[src/rtl/cpu_sequencer.sv]
// -----------------------------------------------------------------------------
// cpu_sequencer
//   Multi-cycle control FSM for the CPU datapath. It steps each instruction
//   through FETCH -> DECODE -> EXECUTE -> WRITE_BACK. It waits on instr_mem
//   wait-states in FETCH and on ALU completion in EXECUTE. It gates the
//   pc_cntrl advance and regbank write strobes. It also counts retired
//   instructions and raises a sticky fault if a fetch stalls too long.
//
//   Optional feature: define DEBUG_STEP_EN to add single-step debug control.
//   In that build, each WRITE_BACK parks in STEP_WAIT while dbg_step_mode is
//   set, until the core receives a dbg_step pulse.
//
// Ports
//   clk            in   clock, all state updates on posedge
//   reset          in   asynchronous, active-high reset
//   imem_ready     in   instr_mem holds a valid instruction for current pc
//   halt_req       in   decoder flags current instruction as halt
//   is_branch      in   decoder: current instruction is a branch
//   branch_cond    in   branch condition from regbank
//   alu_done       in   ALU result valid
//   dbg_step_mode  in   (DEBUG_STEP_EN only) park after every instruction
//   dbg_step       in   (DEBUG_STEP_EN only) release one instruction
//   fetch_req      out  request instruction at pc
//   ir_load        out  latch decoder inputs
//   pc_enable      out  advance pc_cntrl
//   take_branch    out  pc_cntrl takes the branch this cycle
//   rf_write_en    out  regbank write strobe
//   state          out  current FSM state
//   halted         out  FSM is in HALT
//   fault          out  sticky fetch-timeout fault
//   retired        out  instructions retired since reset (wraps)
// -----------------------------------------------------------------------------
module cpu_sequencer #(
  parameter int RETIRE_W      = 32,
  parameter int FETCH_TIMEOUT = 15,
  parameter int TMO_W         = 4
) (
  input  logic                clk,
  input  logic                reset,
  input  logic                imem_ready,
  input  logic                halt_req,
  input  logic                is_branch,
  input  logic                branch_cond,
  input  logic                alu_done,
`ifdef DEBUG_STEP_EN
  input  logic                dbg_step_mode,
  input  logic                dbg_step,
`endif
  output logic                fetch_req,
  output logic                ir_load,
  output logic                pc_enable,
  output logic                take_branch,
  output logic                rf_write_en,
  output logic [2:0]          state,
  output logic                halted,
  output logic                fault,
  output logic [RETIRE_W-1:0] retired
);

  localparam logic [2:0] ST_FETCH      = 3'd0;
  localparam logic [2:0] ST_DECODE     = 3'd1;
  localparam logic [2:0] ST_EXECUTE    = 3'd2;
  localparam logic [2:0] ST_WRITE_BACK = 3'd3;
  localparam logic [2:0] ST_HALT       = 3'd4;
  localparam logic [2:0] ST_STEP_WAIT  = 3'd5;

  // Wait count value seen on the last permitted FETCH cycle without ready.
  localparam logic [TMO_W-1:0] TMO_LAST = TMO_W'(FETCH_TIMEOUT - 1);

  logic [2:0]          state_q, state_d;
  logic [TMO_W-1:0]    wait_cnt_q, wait_cnt_d;
  logic                fault_q, fault_d;
  logic [RETIRE_W-1:0] retired_q, retired_d;
  logic                step_mode;
  logic                tmo_hit;

`ifdef DEBUG_STEP_EN
  assign step_mode = dbg_step_mode;
`else
  assign step_mode = 1'b0;
`endif

  assign tmo_hit = (FETCH_TIMEOUT != 0) && (wait_cnt_q == TMO_LAST);

  // Next-state logic.
  // NOTE: every always_comb output gets a default first, so no path can infer a latch.
  always_comb begin
    state_d    = state_q;
    wait_cnt_d = '0;
    fault_d    = fault_q;
    retired_d  = retired_q;
    case (state_q)
      ST_FETCH: begin
        if (imem_ready) begin
          state_d = ST_DECODE;
        end else if (tmo_hit) begin
          state_d = ST_HALT;
          fault_d = 1'b1;
        end else begin
          wait_cnt_d = wait_cnt_q + 1'b1;
        end
      end
      ST_DECODE:  state_d = halt_req ? ST_HALT : ST_EXECUTE;
      ST_EXECUTE: if (alu_done) state_d = ST_WRITE_BACK;
      ST_WRITE_BACK: begin
        retired_d = retired_q + 1'b1;
        state_d   = step_mode ? ST_STEP_WAIT : ST_FETCH;
      end
      ST_HALT:    state_d = ST_HALT;
`ifdef DEBUG_STEP_EN
      // Leave when released by a step pulse or when step mode is switched off.
      ST_STEP_WAIT: if (!dbg_step_mode || dbg_step) state_d = ST_FETCH;
`endif
      default:    state_d = ST_FETCH;
    endcase
  end

  // NOTE: sequential state uses non-blocking assignments only, so every register sees pre-edge values.
  always_ff @(posedge clk or posedge reset) begin
    if (reset) begin
      state_q    <= ST_FETCH;
      wait_cnt_q <= '0;
      fault_q    <= 1'b0;
      retired_q  <= '0;
    end else begin
      state_q    <= state_d;
      wait_cnt_q <= wait_cnt_d;
      fault_q    <= fault_d;
      retired_q  <= retired_d;
    end
  end

  // Moore strobes decoded from the registered state. take_branch and
  // rf_write_en are also qualified by the decoder flags during WRITE_BACK.
  always_comb begin
    fetch_req   = 1'b0;
    ir_load     = 1'b0;
    pc_enable   = 1'b0;
    take_branch = 1'b0;
    rf_write_en = 1'b0;
    halted      = 1'b0;
    case (state_q)
      ST_FETCH:  fetch_req = 1'b1;
      ST_DECODE: ir_load   = 1'b1;
      ST_WRITE_BACK: begin
        pc_enable   = 1'b1;
        rf_write_en = !is_branch;
        take_branch = is_branch & branch_cond;
      end
      ST_HALT:   halted    = 1'b1;
      default: ;
    endcase
  end

  assign state   = state_q;
  assign fault   = fault_q;
  assign retired = retired_q;

endmodule

[config.mk]
export PLATFORM = sky130hd
export DESIGN_NAME = cpu_sequencer
export DESIGN_NICKNAME = d
export VERILOG_FILES = /design/src/rtl/cpu_sequencer.sv
export SDC_FILE = /design/constraint.sdc
export NUM_CORES = 1
export LEC_CHECK = 0
export CAP_MARGIN = 5
export CELL_PAD_IN_SITES_DETAIL_PLACEMENT = 1
export CELL_PAD_IN_SITES_GLOBAL_PLACEMENT = 2
export CORE_ASPECT_RATIO = 0.75
export CORE_UTILIZATION = 35
export CTS_BUF_LIST = sky130_fd_sc_hd__clkbuf_8
export DETAILED_ROUTE_END_ITERATION = 8
export GPL_TIMING_DRIVEN = 0
export PLACE_DENSITY = 0.89
export SLEW_MARGIN = 20
export SYNTH_ARGS = -nofsm -noshare
export SYNTH_HDL_FRONTEND = slang
export SYNTH_SLANG_ARGS = --single-unit
[constraint.sdc]
create_clock -name clk -period 4.6 [get_ports clk]
set_input_delay 0.92 -clock clk [delete_from_list [all_inputs] [get_ports clk]]
set_output_delay 0.92 -clock clk [all_outputs]
set_load 0.01 [all_outputs]
==> results of run 1 <==
sequential cells by signal (all words and copies together) (netlist names):
register	count
retired	32
wait_cnt_q	4
fault	1
state	3
cells by family (layout without fill, tap and decap cells):
logic type / count (synthesis) / after routing / synth area share
mux: 1 / 1 / 0.00502
fa+ha+maj: 3 / 3 / 0.0188
xor+xnor: 33 / 33 / 0.145
flops: 40 / 40 / 0.502
compound gates: 5 / 5 / 0.0163
buf+inv: 12 / 68 / 0.0320
simple gates: 86 / 86 / 0.281
cell usage in the layout, fill, tap and decap left out, types with 2 or more instances in the layout:
cell                              Yosys  layout
sky130_fd_sc_hd__a21oi_1              2       2
sky130_fd_sc_hd__and2_1               3       3
sky130_fd_sc_hd__and3_1               3       3
sky130_fd_sc_hd__and4_1               6       6
sky130_fd_sc_hd__buf_2                3       3
sky130_fd_sc_hd__buf_6                2       2
sky130_fd_sc_hd__clkbuf_8             0       7
sky130_fd_sc_hd__clkdlybuf4s50_1      0      48
sky130_fd_sc_hd__dfrtp_1             40      40
sky130_fd_sc_hd__ha_1                 3       3
sky130_fd_sc_hd__inv_1                5       4
sky130_fd_sc_hd__nand2_1             16      16
sky130_fd_sc_hd__nand3_1             12      12
sky130_fd_sc_hd__nand4_1              7       7
sky130_fd_sc_hd__nor2_1              13      13
sky130_fd_sc_hd__nor3_1               5       5
sky130_fd_sc_hd__nor3_2               5       5
sky130_fd_sc_hd__nor4_1               3       3
sky130_fd_sc_hd__nor4_2               3       3
sky130_fd_sc_hd__or3_1                2       2
sky130_fd_sc_hd__xnor2_1             17      17
sky130_fd_sc_hd__xor2_1              16      16
worst reg2reg max path, cell delays in order, from the launching register on:
cell,delay [ns]
sky130_fd_sc_hd__dfrtp_1,0.43
sky130_fd_sc_hd__ha_1,0.23
sky130_fd_sc_hd__nand4b_4,0.15
sky130_fd_sc_hd__or4_1,0.48
sky130_fd_sc_hd__buf_2,0.20
sky130_fd_sc_hd__nor3b_2,0.21
sky130_fd_sc_hd__xor2_1,0.17
layer usage:
metal  vias to the layer above  track usage  routed length, µm
met5                         -            0                  0
met1                       749        0.237               2260
met2                        40        0.272               2010
li1                        744            -                  -
met3                         4       0.0428                194
met4                         0       0.0714                 47
through the flow:
stage,cells,area [µm²],util
after global routing,311,2680,0.496
after floorplan,180,1990,-
after global placement,303,2570,0.475
after CTS,311,2680,0.496
after detailed placement,304,2590,0.478
final,311,2680,0.496
cell type report:
cell class / instances / area [µm²] / share of cell area
Buffer: 7 / 45.0 / 0.0168
Clock buffer: 7 / 96.3 / 0.0359
Inverter: 5 / 18.8 / 0.00699
Multi-Input combinational cell: 128 / 928 / 0.346
Sequential cell: 40 / 1000 / 0.373
Tap cell: 75 / 93.8 / 0.0350
Timing Repair Buffer: 49 / 500 / 0.186
report_power, final:
part,internal [µW],switching [µW]
sequential,380,34.1
clock,134,116
combinational,131,131
total,645,282
worst max-delay path by stage:
stage,slack [ns],depth (start not counted),endpoint
6_report,1.61,3,take_branch
3_5_place_dp,1.61,3,take_branch
5_1_grt,1.58,3,take_branch
3_3_place_gp,1.62,3,take_branch
4_1_cts,1.60,3,take_branch
2_1_floorplan,2.57,4,take_branch
==> reports/qor.csv, run 1 <==
metric,value,unit
result of the run,completed,
Crit Reg-Reg Startpoint,retired[0],
Leak Pwr,0.00123,µW
hold crit path type,flop to flop,
number of design rule violations left after detail routing,0,
initial cell density of the core,0.368,
synth unique cells,34,
minimum clock period,2.99,ns
share of the synthesized area in the top cell type,0.502,
Syn Std Cell Area,1990,µm²
timing-limited maximum frequency,335,MHz
routed vias,1537,
Post-CTS Resized,0,
number of filler cells placed in the layout,613,
area growth from synthesis to layout,34.7,%
WHS Path Cells,1,
Max Transition Viols Final,0,
final count of hold timing violations,0,
buffer levels on the longest clock path,2,
areal power density over the cells,345,nW/µm²
Crit path largest cell delay,0.53,ns
cell with the biggest individual delay on the critical path,sky130_fd_sc_hd__clkdlybuf4s50_1,
crit-path max FO,2,
RD Place Congestion,0.695,
max-cap violations,0,
CTS sink cnt,40,
power consumption,927,µW
clock tree from TritonCTS,done,
setup violators final,0,
die area,6000,µm²
RSZ-0062 raised after global routing,false,
Port Buf Inserts,48,
startpoint-to-endpoint class of the critical path,input pin to output pin,
largest area contributor in the synthesized netlist,sky130_fd_sc_hd__dfrtp_1,
count of buffer and inverter cells on the critical path,2,
cell breakdown of the critical path,clkdlybuf4s50_1 > and3_1 > clkdlybuf4s50_1,
leading register cell type out of synthesis,sky130_fd_sc_hd__dfrtp_1,
largest voltage drop on the vdd net,0.255,mV
clock slew seen by the registers of the worst setup and hold paths,0.07,ns
detailed router's first-iteration violation count,38,
number of CTS-inserted buffers,5,
final wirelength,4.50,mm
overall global routing resource usage,0.176,
clock latency of the later-clocked register in the worst-skew pair,0.29,ns
number of H-tree levels,2,
number of routed nets with antenna violations,0,
"CP delay by family, top",buffers and inverters,
transition time at the pin with the least slew margin,0.578,ns
floorplan die width,89.1,µm
diode insertion count for antenna repair,0,
Final nets,246,
Post-Syn Nets,190,
post-DR vias/cell,4.94,
top cells by area in the synthesized netlist,"sky130_fd_sc_hd__dfrtp_1 (50%), sky130_fd_sc_hd__xnor2_1 (7.5%), sky130_fd_sc_hd__xor2_1 (7.0%)",
final worst slack,1.61,ns
number of synthesized flops with an enable pin,0,
drt first pass iters,4,
worst path arrival time,2.07,ns
total of flip-flops plus latches after synthesis,40,
Critical Path Start,is_branch,
Register-to-Register Setup Slack,2.65,ns
part of the Yosys area used for sequential elements,0.502,
Post-CTS Repair Setup Buffers,0,
placement-stage worst setup slack,1.61,ns
initial antenna violation count,0,
share of synthesized flip-flops with an asynchronous set or reset,1.00,
required time worst endpoint,3.68,ns
DIE HEIGHT,67.4,µm
share of final-layout standard cells stronger than drive strength 1,0.114,
placeable core region,5410,µm²
via count of the first global-routing pass,1576,
worst-case hold path end point,retired[31],
global route overflow,0,
worst r2r dst,retired[26],
# hold bufs at CTS,0,
CP Launch Type,input pin,
period utilization,0.649,
"Warnings, synthesis",0,
worst clock skew,0.00511,ns
nature of the critical path endpoint,output pin,
detailed-route wire length per cell,14.5,µm
"count leader, synth",sky130_fd_sc_hd__dfrtp_1,
maximum number of pins on one net before global-route repair,26,
post-synthesis area per instance,11.1,µm²
half-perimeter wire length after placement,3.42,mm
Total Neg Setup Slack,0,ns
origin of the worst min-delay path,retired[31],
Post-Synthesis Cells,180,
standard-cell row count,23,
synth cell count leaders,"sky130_fd_sc_hd__dfrtp_1 (40), sky130_fd_sc_hd__xnor2_1 (17), sky130_fd_sc_hd__nand2_1 (16), sky130_fd_sc_hd__xor2_1 (16), sky130_fd_sc_hd__nor2_1 (13)",
# IOs,49,
worst hold slack across all endpoints,0.464,ns
cell at the root of the clock tree,sky130_fd_sc_hd__clkbuf_8,
slew margin rel.,0.611,
"Top cell by count, worst path",sky130_fd_sc_hd__clkdlybuf4s50_1,
Worst Reg-to-Reg Cells,6,
first-pass GRT wire length,7.80,mm
Power figures use the tool's default switching activity.
==> inputs of run 2 (changes only) <==
--- a/config.mk
+++ b/config.mk
@@ -9,11 +9,11 @@
 export CELL_PAD_IN_SITES_DETAIL_PLACEMENT = 1
 export CELL_PAD_IN_SITES_GLOBAL_PLACEMENT = 2
 export CORE_ASPECT_RATIO = 0.75
-export CORE_UTILIZATION = 35
+export CORE_UTILIZATION = 32
 export CTS_BUF_LIST = sky130_fd_sc_hd__clkbuf_8
 export DETAILED_ROUTE_END_ITERATION = 8
 export GPL_TIMING_DRIVEN = 0
-export PLACE_DENSITY = 0.89
+export PLACE_DENSITY = 0.82
 export SLEW_MARGIN = 20
 export SYNTH_ARGS = -nofsm -noshare
 export SYNTH_HDL_FRONTEND = slang
==> constraint.sdc (replaced) <==
create_clock -name clk -period 3 [get_ports clk]
set_input_delay 0.6 -clock clk [delete_from_list [all_inputs] [get_ports clk]]
set_output_delay 0.6 -clock clk [all_outputs]
set_load 0.01 [all_outputs]
==> run 2 against run 1 <==
Critical path depth up 2; routed wire length fell by 2.3%; register-to-register slack worse by 1.6 ns; final area hardly changed.
==> reports/qor.csv, run 2 (synthesized netlist as in run 1, its figures left out) <==
metric,value,unit,change
timing-limited maximum frequency,401,MHz,
worst r2r dst,retired[30],,was retired[26]
Register-to-Register Setup Slack,1.02,ns,was 2.65 ns
# IOs,49,,unchanged
sequential share of power,0.457,,was 0.447
RD Place Congestion,0.716,,was 0.695
clock latency of the later-clocked register in the worst-skew pair,0.29,ns,about the same
origin of the worst min-delay path,fault,,was retired[31]
number of H-tree levels,2,,unchanged
Sw Ratio,0.306,,was 0.304
cell at the root of the clock tree,sky130_fd_sc_hd__clkbuf_8,,unchanged
Max Transition Viols Final,0,,unchanged
RSZ-0062 raised after global routing,false,,unchanged
final count of hold timing violations,0,,unchanged
# hold bufs at CTS,0,,unchanged
crit-path max FO,10,,was 2
"commonest non-fill, non-tap cells in the layout","sky130_fd_sc_hd__clkdlybuf4s50_1 (48), sky130_fd_sc_hd__dfrtp_1 (40), sky130_fd_sc_hd__xnor2_1 (17), sky130_fd_sc_hd__nand2_1 (16), sky130_fd_sc_hd__xor2_1 (16)",,unchanged
timing endpoint of the critical path,take_branch,,unchanged
nature of the critical path endpoint,output pin,,unchanged
result of the run,completed,,unchanged
drt first pass iters,4,,unchanged
portion of total power attributed to the clock network,0.261,,was 0.270
number of flip-flops in the largest register,32,,unchanged
placeable core region,5920,µm²,was 5410 µm²
number of routed nets with antenna violations,0,,unchanged
initial cell density of the core,0.337,,was 0.368
via count of the first global-routing pass,1604,,was 1576
slew margin rel.,0.571,,was 0.611
cell total after placement,307,,was 304
overall global routing resource usage,0.151,,was 0.176
first-pass GRT wire length,7.80,mm,about the same
startpoint-to-endpoint class of the critical path,flop to output pin,,was input pin to output pin
Post-CTS Resized,0,,unchanged
final standard cell area without fillers,2680,µm²,about the same
DIE HEIGHT,70.4,µm,was 67.4 µm
number of design rule violations left after detail routing,0,,unchanged
Final nets,246,,unchanged
initial antenna violation count,0,,unchanged
routed vias,1494,,was 1537
"non-filler cells, final",315,,was 311
Combinational Power Share,0.283,,about the same
maximum number of pins on one net before global-route repair,27,,was 26
CTS sink cnt,40,,unchanged
Total Neg Setup Slack,0,ns,unchanged
half-perimeter wire length after placement,3.26,mm,was 3.42 mm
die area,6550,µm²,was 6000 µm²
standard-cell row count,24,,was 23
share of final-layout standard cells stronger than drive strength 1,0.110,,was 0.114
number of CTS-inserted buffers,5,,unchanged
transition time at the pin with the least slew margin,0.638,ns,was 0.578 ns
design internal power,964,µW,was 645 µW
clock tree from TritonCTS,done,,unchanged
worst clock skew,0.00616,ns,was 0.00511 ns
buffer levels on the longest clock path,2,,unchanged
Net Sw Power,425,µW,was 282 µW
required time worst endpoint,2.40,ns,was 3.68 ns
diode insertion count for antenna repair,0,,unchanged
global route overflow,0,,unchanged
largest voltage drop on the vdd net,0.392,mV,was 0.255 mV
Port Buf Inserts,48,,unchanged
Leak Pwr,0.00123,µW,about the same
minimum clock period,2.49,ns,
number of filler cells placed in the layout,675,,was 613
Crit Reg-Reg Startpoint,retired[0],,unchanged
detailed-route wire length per cell,14.0,µm,was 14.5 µm
period utilization,0.831,,
worst path arrival time,1.89,ns,was 2.07 ns
most frequent standard cell in the layout excluding fill and tap cells,sky130_fd_sc_hd__clkdlybuf4s50_1,,unchanged
area growth from synthesis to layout,34.5,%,was 34.7%
areal power density over the cells,518,nW/µm²,was 345 nW/µm²
CP Launch Type,flop,,was input pin
hold crit path type,flop to flop,,unchanged
Post-CTS Repair Setup Buffers,0,,unchanged
Area after DPL,2590,µm²,about the same
post-DR vias/cell,4.74,,was 4.94
Worst Reg-to-Reg Cells,6,,unchanged
floorplan die width,93.1,µm,was 89.1 µm
setup violators final,0,,unchanged
clock slew seen by the registers of the worst setup and hold paths,0.08,ns,was 0.07 ns
Critical Path Start,state[2],,was is_branch
detailed router's first-iteration violation count,61,,was 38
final wirelength,4.40,mm,was 4.50 mm
max-cap violations,0,,unchanged
==> run 2: cell count changes in the layout (fill, tap and decap cells not counted), sizes merged <==
| cell | delta |
|---|---|
| clkbuf | -1 |
| inv | +2 |
==> run 2: how the worst min path moves through the flow <==
stage / slack, ns / end / cells after the start
CTS: 0.49 / fault / 1
finish: 0.48 / fault / 1
global route: 0.51 / retired[31] / 1
global placement: 0.46 / retired[31] / 1
floorplan: 0.45 / wait_cnt_q[0] / 1
detailed placement: 0.47 / fault / 1
==> run 2: per-layer routing <==
metal,up-vias,global-route usage,routed length (µm)
met2,38,0.226,1930
met4,0,0.0308,31
met3,5,0.0359,195
li1,735,-,-
met1,716,0.221,2250
met5,-,0,0
==> run 2: per-stage QoR <==
step,hold WS [ns],setup WS [ns],util,power (µW)
finish,0.484,0.506,0.453,1390
global route,0.505,0.418,0.453,1480
CTS,0.489,0.484,0.453,1420
detailed placement,0.470,0.669,0.438,1040
global placement,0.456,0.561,0.435,1040
floorplan,0.453,1.17,-,862
==> run 2: critical path, stage by stage (launching register included) <==
cell and delay (ns):
sky130_fd_sc_hd__dfrtp_1 0.38, sky130_fd_sc_hd__buf_2 0.18, sky130_fd_sc_hd__nand3b_4 0.21, sky130_fd_sc_hd__inv_1 0.14, sky130_fd_sc_hd__and3_1 0.17, sky130_fd_sc_hd__clkdlybuf4s50_1 0.53
==> run 2: cell type report <==
cell class,instances,area (µm²),area share
Buffer,7,45.0,0.0168
Timing Repair Buffer,49,500,0.187
Sequential cell,40,1000,0.373
Clock buffer,6,82.6,0.0308
Tap cell,78,97.6,0.0364
Inverter,5,18.8,0.00700
Clock inverter,2,7.51,0.00280
Multi-Input combinational cell,128,928,0.346
==> run 2: power groups by stage <==
stage                     clock network (µW)  registers, µW  logic (µW)
after floorplan                            0            651         211
after global placement                     0            646         390
after detailed placement                   0            645         395
after CTS                                381            636         399
after global routing                     397            645         434
final                                    362            634         393
